File: config.mk
export PLATFORM = sky130hd
export DESIGN_NAME = iq_dispatch_ctrl
export DESIGN_NICKNAME = d
export VERILOG_FILES = /design/src/rtl/iq_pkg.sv /design/src/rtl/phys_ready_scoreboard.sv /design/src/rtl/iq_dispatch_ctrl.sv
export SDC_FILE = /design/constraint.sdc
export NUM_CORES = 1
export LEC_CHECK = 0
export CORE_MARGIN = 1.5
export CORE_UTILIZATION = 50
export CTS_CLUSTER_DIAMETER = 40
export DETAILED_ROUTE_END_ITERATION = 16
export HOLD_SLACK_MARGIN = 0.05
export MAX_ROUTING_LAYER = met4
export PLACE_DENSITY = 0.75
export SETUP_SLACK_MARGIN = 0.2
export SLEW_MARGIN = 10
export SYNTH_ARGS = -nofsm -noshare
export SYNTH_HDL_FRONTEND = slang
export SYNTH_SLANG_ARGS = --single-unit
File: constraint.sdc
create_clock -name clk -period 7.94 [get_ports clk]
set_clock_uncertainty 0.05 [all_clocks]
set_input_delay 1.588 -clock clk [delete_from_list [all_inputs] [get_ports clk]]
set_output_delay 1.588 -clock clk [all_outputs]
set_load 0.05 [all_outputs]
File: src/rtl/iq_pkg.sv
// ----------------------------------------------------------------------------
// iq_pkg
// Shared sizing constants and index/count/register typedefs for the
// instruction-queue dispatch controller and its readiness scoreboard.
// The localparams are the default geometry: 64 queue entries and
// 128 physical registers. The typedefs match that default geometry.
// ----------------------------------------------------------------------------
package iq_pkg;

    localparam int IQ_ENTRIES         = 64;
    localparam int IQ_ADDR_WIDTH      = $clog2(IQ_ENTRIES);
    localparam int IQ_PHYS_COUNT      = 128;
    localparam int IQ_PHYS_ADDR_WIDTH = $clog2(IQ_PHYS_COUNT);

    // Queue slot index (head/tail pointer).
    typedef logic [IQ_ADDR_WIDTH-1:0]      q_idx_t;
    // Queue occupancy. It has one extra bit so that a full queue is representable.
    typedef logic [IQ_ADDR_WIDTH:0]        q_cnt_t;
    // Physical register number.
    typedef logic [IQ_PHYS_ADDR_WIDTH-1:0] preg_t;

endpackage : iq_pkg

File: src/rtl/phys_ready_scoreboard.sv
// ----------------------------------------------------------------------------
// phys_ready_scoreboard
// Holds one ready bit per physical register. A set bit means the value is
// available. All updates are registered, so a writeback is visible on the
// read ports one cycle later.
//
// Ports
//   clk          in   clock
//   sync_rst_n   in   synchronous active-low reset (all bits -> ready)
//   en_i         in   update enable; when low, all bits hold
//   flush_i      in   mark every register ready (with en_i)
//   set_valid_i  in   writeback: mark set_addr_i ready
//   set_addr_i   in   register that was written back
//   clr_valid_i  in   allocation: mark clr_addr_i not ready
//   clr_addr_i   in   newly allocated destination register
//   rd_addr_i    in   two combinational lookup addresses
//   rd_ready_o   out  ready bit for each lookup address
// ----------------------------------------------------------------------------
module phys_ready_scoreboard
    import iq_pkg::*;
#(
    parameter int PHYS_COUNT      = IQ_PHYS_COUNT,
    parameter int PHYS_ADDR_WIDTH = $clog2(PHYS_COUNT)
) (
    input  logic                            clk,
    input  logic                            sync_rst_n,
    input  logic                            en_i,
    input  logic                            flush_i,
    input  logic                            set_valid_i,
    input  logic [PHYS_ADDR_WIDTH-1:0]      set_addr_i,
    input  logic                            clr_valid_i,
    input  logic [PHYS_ADDR_WIDTH-1:0]      clr_addr_i,
    input  logic [1:0][PHYS_ADDR_WIDTH-1:0] rd_addr_i,
    output logic [1:0]                      rd_ready_o
);

    logic [PHYS_COUNT-1:0] sb_q;
    logic [PHYS_COUNT-1:0] sb_d;

    // The clear is applied after the set. When a register is written back and
    // re-allocated in the same cycle, the new producer therefore owns it
    // (clear wins). A flush overrides both.
    always_comb begin
        sb_d = sb_q;
        if (set_valid_i) begin
            sb_d[set_addr_i] = 1'b1;
        end
        if (clr_valid_i) begin
            sb_d[clr_addr_i] = 1'b0;
        end
        if (flush_i) begin
            sb_d = '1;
        end
    end

    always_ff @(posedge clk) begin
        if (!sync_rst_n) begin
            sb_q <= '1;
        end else if (en_i) begin
            sb_q <= sb_d;
        end
    end

    always_comb begin
        rd_ready_o = '0;
        for (int i = 0; i < 2; i++) begin
            rd_ready_o[i] = sb_q[rd_addr_i[i]];
        end
    end

endmodule : phys_ready_scoreboard

File: src/rtl/iq_dispatch_ctrl.sv
// ----------------------------------------------------------------------------
// iq_dispatch_ctrl
// Allocation and issue controller for the instruction-queue storage array.
// Renamed ops are written at the tail. Ops leave in order from the head once
// both of the head op's sources are ready in the physical-register scoreboard.
// ENTRIES must be a power of two and at least 2. The pointers wrap naturally
// at ADDR_WIDTH bits.
//
// Ports
//   clk, sync_rst_n   clock and synchronous active-low reset
//   clk_en            global enable; when low, all state holds and no strobes
//   flush             squash every queued op and mark all registers ready
//   disp_valid/ready  dispatch handshake (ready = !full && !flush)
//   disp_dest_valid   the dispatched op allocates disp_dest_addr
//   disp_dest_addr    destination physical register
//   wr_en             queue write strobe (dispatch fire)
//   queue_wr_addr     tail pointer
//   head_src_addr     two source registers of the head entry (queue read data)
//   head_src_valid    per-source "used" flags of the head entry
//   rd_en             queue read strobe (issue fire)
//   queue_rd_addr     head pointer
//   issue_valid       head op can issue
//   issue_ready       execute port accepts the op
//   wb_valid/wb_addr  writeback broadcast
//   count             occupancy; full and empty are derived from count only
// ----------------------------------------------------------------------------
module iq_dispatch_ctrl
    import iq_pkg::*;
#(
    parameter int ENTRIES         = IQ_ENTRIES,
    parameter int ADDR_WIDTH      = $clog2(ENTRIES),
    parameter int PHYS_COUNT      = IQ_PHYS_COUNT,
    parameter int PHYS_ADDR_WIDTH = $clog2(PHYS_COUNT)
) (
    input  logic                            clk,
    input  logic                            sync_rst_n,
    input  logic                            clk_en,
    input  logic                            flush,
    input  logic                            disp_valid,
    output logic                            disp_ready,
    input  logic                            disp_dest_valid,
    input  logic [PHYS_ADDR_WIDTH-1:0]      disp_dest_addr,
    output logic                            wr_en,
    output logic [ADDR_WIDTH-1:0]           queue_wr_addr,
    input  logic [1:0][PHYS_ADDR_WIDTH-1:0] head_src_addr,
    input  logic [1:0]                      head_src_valid,
    output logic                            rd_en,
    output logic [ADDR_WIDTH-1:0]           queue_rd_addr,
    output logic                            issue_valid,
    input  logic                            issue_ready,
    input  logic                            wb_valid,
    input  logic [PHYS_ADDR_WIDTH-1:0]      wb_addr,
    output logic [ADDR_WIDTH:0]             count,
    output logic                            full,
    output logic                            empty
);

    localparam logic [ADDR_WIDTH:0]   FULL_CNT = (ADDR_WIDTH+1)'(ENTRIES);
    localparam logic [ADDR_WIDTH:0]   CNT_ONE  = (ADDR_WIDTH+1)'(1);
    localparam logic [ADDR_WIDTH-1:0] IDX_ONE  = ADDR_WIDTH'(1);

    logic [ADDR_WIDTH-1:0] head_q, head_d;
    logic [ADDR_WIDTH-1:0] tail_q, tail_d;
    logic [ADDR_WIDTH:0]   count_q, count_d;

    logic       disp_fire;
    logic       issue_fire;
    logic [1:0] src_rdy;
    logic [1:0] src_ok;

    // ------------------------------------------------------------------
    // Handshakes
    // ------------------------------------------------------------------
    assign full  = (count_q == FULL_CNT);
    assign empty = (count_q == '0);

    // Dispatch ready looks only at the registered occupancy. An issue in the
    // same cycle does not free a slot for a dispatch until the next cycle.
    assign disp_ready = !full && !flush;

    // A source is satisfied when it is unused or its producer has written back.
    always_comb begin
        src_ok = '0;
        for (int i = 0; i < 2; i++) begin
            src_ok[i] = !head_src_valid[i] || src_rdy[i];
        end
    end

    // empty comes from the registered count. An op written this cycle
    // therefore cannot issue before the next cycle.
    assign issue_valid = !empty && !flush && (&src_ok);

    // Both fires are also gated by reset, so that no strobe leaves the block
    // while it is being reset.
    assign disp_fire  = sync_rst_n && clk_en && disp_valid && disp_ready;
    assign issue_fire = sync_rst_n && clk_en && issue_valid && issue_ready;

    assign wr_en         = disp_fire;
    assign rd_en         = issue_fire;
    assign queue_wr_addr = tail_q;
    assign queue_rd_addr = head_q;
    assign count         = count_q;

    // ------------------------------------------------------------------
    // Pointer and occupancy next state
    // ------------------------------------------------------------------
    always_comb begin
        head_d  = head_q;
        tail_d  = tail_q;
        count_d = count_q;
        if (flush) begin
            head_d  = '0;
            tail_d  = '0;
            count_d = '0;
        end else begin
            if (disp_fire) begin
                tail_d = tail_q + IDX_ONE;
            end
            if (issue_fire) begin
                head_d = head_q + IDX_ONE;
            end
            unique case ({disp_fire, issue_fire})
                2'b10:   count_d = count_q + CNT_ONE;
                2'b01:   count_d = count_q - CNT_ONE;
                default: count_d = count_q;
            endcase
        end
    end

    always_ff @(posedge clk) begin
        if (!sync_rst_n) begin
            head_q  <= '0;
            tail_q  <= '0;
            count_q <= '0;
        end else if (clk_en) begin
            head_q  <= head_d;
            tail_q  <= tail_d;
            count_q <= count_d;
        end
    end

    // ------------------------------------------------------------------
    // Physical register readiness
    // ------------------------------------------------------------------
    phys_ready_scoreboard #(
        .PHYS_COUNT      (PHYS_COUNT),
        .PHYS_ADDR_WIDTH (PHYS_ADDR_WIDTH)
    ) u_sb (
        .clk         (clk),
        .sync_rst_n  (sync_rst_n),
        .en_i        (clk_en),
        .flush_i     (flush),
        .set_valid_i (wb_valid),
        .set_addr_i  (wb_addr),
        .clr_valid_i (disp_fire && disp_dest_valid),
        .clr_addr_i  (disp_dest_addr),
        .rd_addr_i   (head_src_addr),
        .rd_ready_o  (src_rdy)
    );

endmodule : iq_dispatch_ctrl

==> results.ini <==
[outcome]
outcome = complete, no violations

[routing]
viasPerCell = 6.66
drt-total-wl_mm = 27.7
initialDrtViolationCount = 1201
wire_per_inst_um = 22.6
drt-pass1-iter-count = 6
vias = 8163
drc = 0
antenna_left = 0

[cts]
cts_setup_buffers = 0
cts.repair.resized = 0
holdBufCountCts = 0
htree_num_levels = 4
cts-root-buf = clkbuf_16
clk_latency_ns = 0.43
numCtsBuffers = 17
clkSinkCount = 147
clockBufferDepth = 2
path_clk_slew_ns = 0.06
cts_tree = built

[worst_setup_path]
endpoint_kind = primary output
r2r_cells = 17
crit_chain = clkdlybuf4s50_1 -> mux4_2 -> o22ai_1 -> o22ai_1 -> o221a_2 -> a211oi_1 -> o21a_1 -> nor2_1 -> clkdlybuf4s50_1
r2r-start = u_sb.sb_q[91]
worstPathArrival_ns = 5.29
worstPathRequired_ns = 6.30
critPathKind = input port to primary output
critPathLaunch = head_src_addr[7]
r2r_slack_ns = 3.74
critPathCapture = rd_en
regToRegEndpoint = count[6]
cp_slowest_cell = clkdlybuf4s50_1
path_max_fanout = 20
worstSetupStartpointType = input port
max_stage_delay_ns = 1.07

[floorplan]
dieArea_um2 = 17200
die_w_um = 131
core_um2 = 16000
ios = 63
start_util_pct = 51.5
fp-row-count = 46
die_h_um = 131

[yosys]
synth_flop_cell = dfxtp_1
syn_avg_cell_area_um2 = 8.61
synth.top_cell.area_share_pct = 35.7
yosysMostFrequentCell = nor2_1
ys_seq_area_share_pct = 35.7
synthCells = 956
synth_top_cells_by_area = dfxtp_1, mux4_2, o21ai_0, a21oi_1, nor2_1
async_flop_share_pct = 0
synth_top_area_cell = dfxtp_1
synth_cell_type_count = 63
synth_edf_count = 0
synth_nets = 1002
syn_area_um2 = 8230
ys_seq_elements = 147
synth_commonest_cells = nor2_1, dfxtp_1, o21ai_0
yosys_warnings = 0

[final_layout]
diodes = 0
drive_gt1_share_pct = 13.2
areaGrowthSynthToFinish_pct = 16.5
nets = 1043

[power_and_ir_drop]
ir_drop_mv = 0.149
total_power_uw = 1720
powerDensity_nw_per_um2 = 179
leakagePower_uw = 0.00327

[worst_hold_path]
hold_path_class = flip-flop to flip-flop

[flow_run]
drv_cap = 0

[global_routing]
grt_util_met3_pct = 7.06
grt_use_met2_pct = 47.9
grt_antenna_before_repair = 0
grt_overflow = 0
first_global_vias = 7464
grt.total_usage_pct = 32.9
grt-busiest-layer = met2
grt_pass1_wl_mm = 42.7
gr-usage-met1_pct = 43.6
grt_max_degree = 129

[timing]
worstMarginPinSlew_ns = 1.19
slew_viol_final = 0
finalSetupViolCount = 0
timing.final.crit_share_pct = 87.3
max_freq_mhz = 144
fin_setup_tns_ns = 0
slew_headroom_pct = 20.2
rsz0062_at_grt = false
hold_viol_final = 0
min_period_ns = 6.93
setup_slack_ns = 1.01

[placed_design]
place.gp.congestion = 1.01
portBuffers = 62
preCtsSetupSlack_ns = 0.998
hpwl_mm = 17.4

## critical path, delay by kind of cell
| kind | cells | cell delay, ns |
|---|---|---|
| and+or+nand+nor | 1 | 0.13 |
| muxes | 1 | 0.60 |
| buffers and inverters | 2 | 1.79 |
| AOI/OAI and AO/OA | 5 | 1.18 |
## worst min-delay path by stage
| stage | startpoint | endpoint | slack [ns] | depth (start not counted) |
|---|---|---|---|---|
| after floorplan | u_sb.sb_q[13] | u_sb.sb_q[13] | 0.44 | 2 |
| after global placement | queue_wr_addr[5] | queue_wr_addr[5] | 0.45 | 2 |
| after detailed placement | queue_wr_addr[5] | queue_wr_addr[5] | 0.45 | 2 |
| after CTS | queue_wr_addr[1] | queue_wr_addr[1] | 0.46 | 2 |
| after global routing | queue_wr_addr[1] | queue_wr_addr[1] | 0.49 | 2 |
| final | queue_wr_addr[5] | queue_wr_addr[5] | 0.46 | 2 |
## sequential cells by signal, summed over array words and instances (netlist names)
register       cells
u_sb.sb_q        128
count              7
queue_rd_addr      6
queue_wr_addr      6
## where the power goes
part / internal [uW] / switching (uW)
Sequential: 738 / 1.31
Combinational: 52.0 / 102
Clock: 483 / 344
## cells by family (layout without fill, tap and decap cells)
family          count (synthesis)  count (layout)  share of synthesized area (%)
compound gates                332             332                           22.2
simple gates                  291             291                           15.5
flops                         147             147                           35.7
mux                            93              93                           19.9
buf+inv                        74             128                           4.15
xor+xnor                       11              11                           1.17
fa+ha+maj                       8               8                           1.31
## cell usage in the layout, fill, tap and decap left out, drive strengths merged, types with 6 or more instances in the layout
master | synthesis | final
a21oi | 138 | 138
a31oi | 6 | 6
buf | 19 | 19
clkbuf | 38 | 19
clkdlybuf4s50 | 0 | 60
dfxtp | 147 | 147
ha | 7 | 7
inv | 15 | 19
mux2 | 14 | 14
mux2i | 25 | 25
mux4 | 54 | 54
nand2 | 44 | 44
nand2b | 12 | 12
nand3 | 22 | 22
nand4 | 8 | 8
nor2 | 168 | 168
nor2b | 9 | 9
nor3 | 12 | 12
o21ai | 143 | 143
o22ai | 9 | 9
xnor2 | 6 | 6
## per-layer routing
layer / vias up / share of wire (%)
met5: - / 0
met4: 0 / 4.8
met3: 123 / 11
met2: 554 / 45
met1: 3887 / 40
li1: 3599 / -
## metrics by stage
step	utilization (%)	instance area (um2)	hold WS, ns	std cells
after global routing	60.0	9590	0.491	1226
after CTS	59.9	9590	0.463	1226
final	60.0	9590	0.460	1226
after detailed placement	56.2	8990	0.453	1194
after global placement	56.2	8990	0.447	1194
after floorplan	-	8230	0.439	956
## layout make-up
cell class                      count  area (um2)
Inverter                           17        63.8
Clock inverter                     13         148
Timing Repair Buffer               79         738
Clock buffer                       19         453
Sequential cell                   147        2940
Tap cell                          216         270
Multi-Input combinational cell    735        4980
Fill cell                        1413        6410
Power figures use the tool's default switching activity.
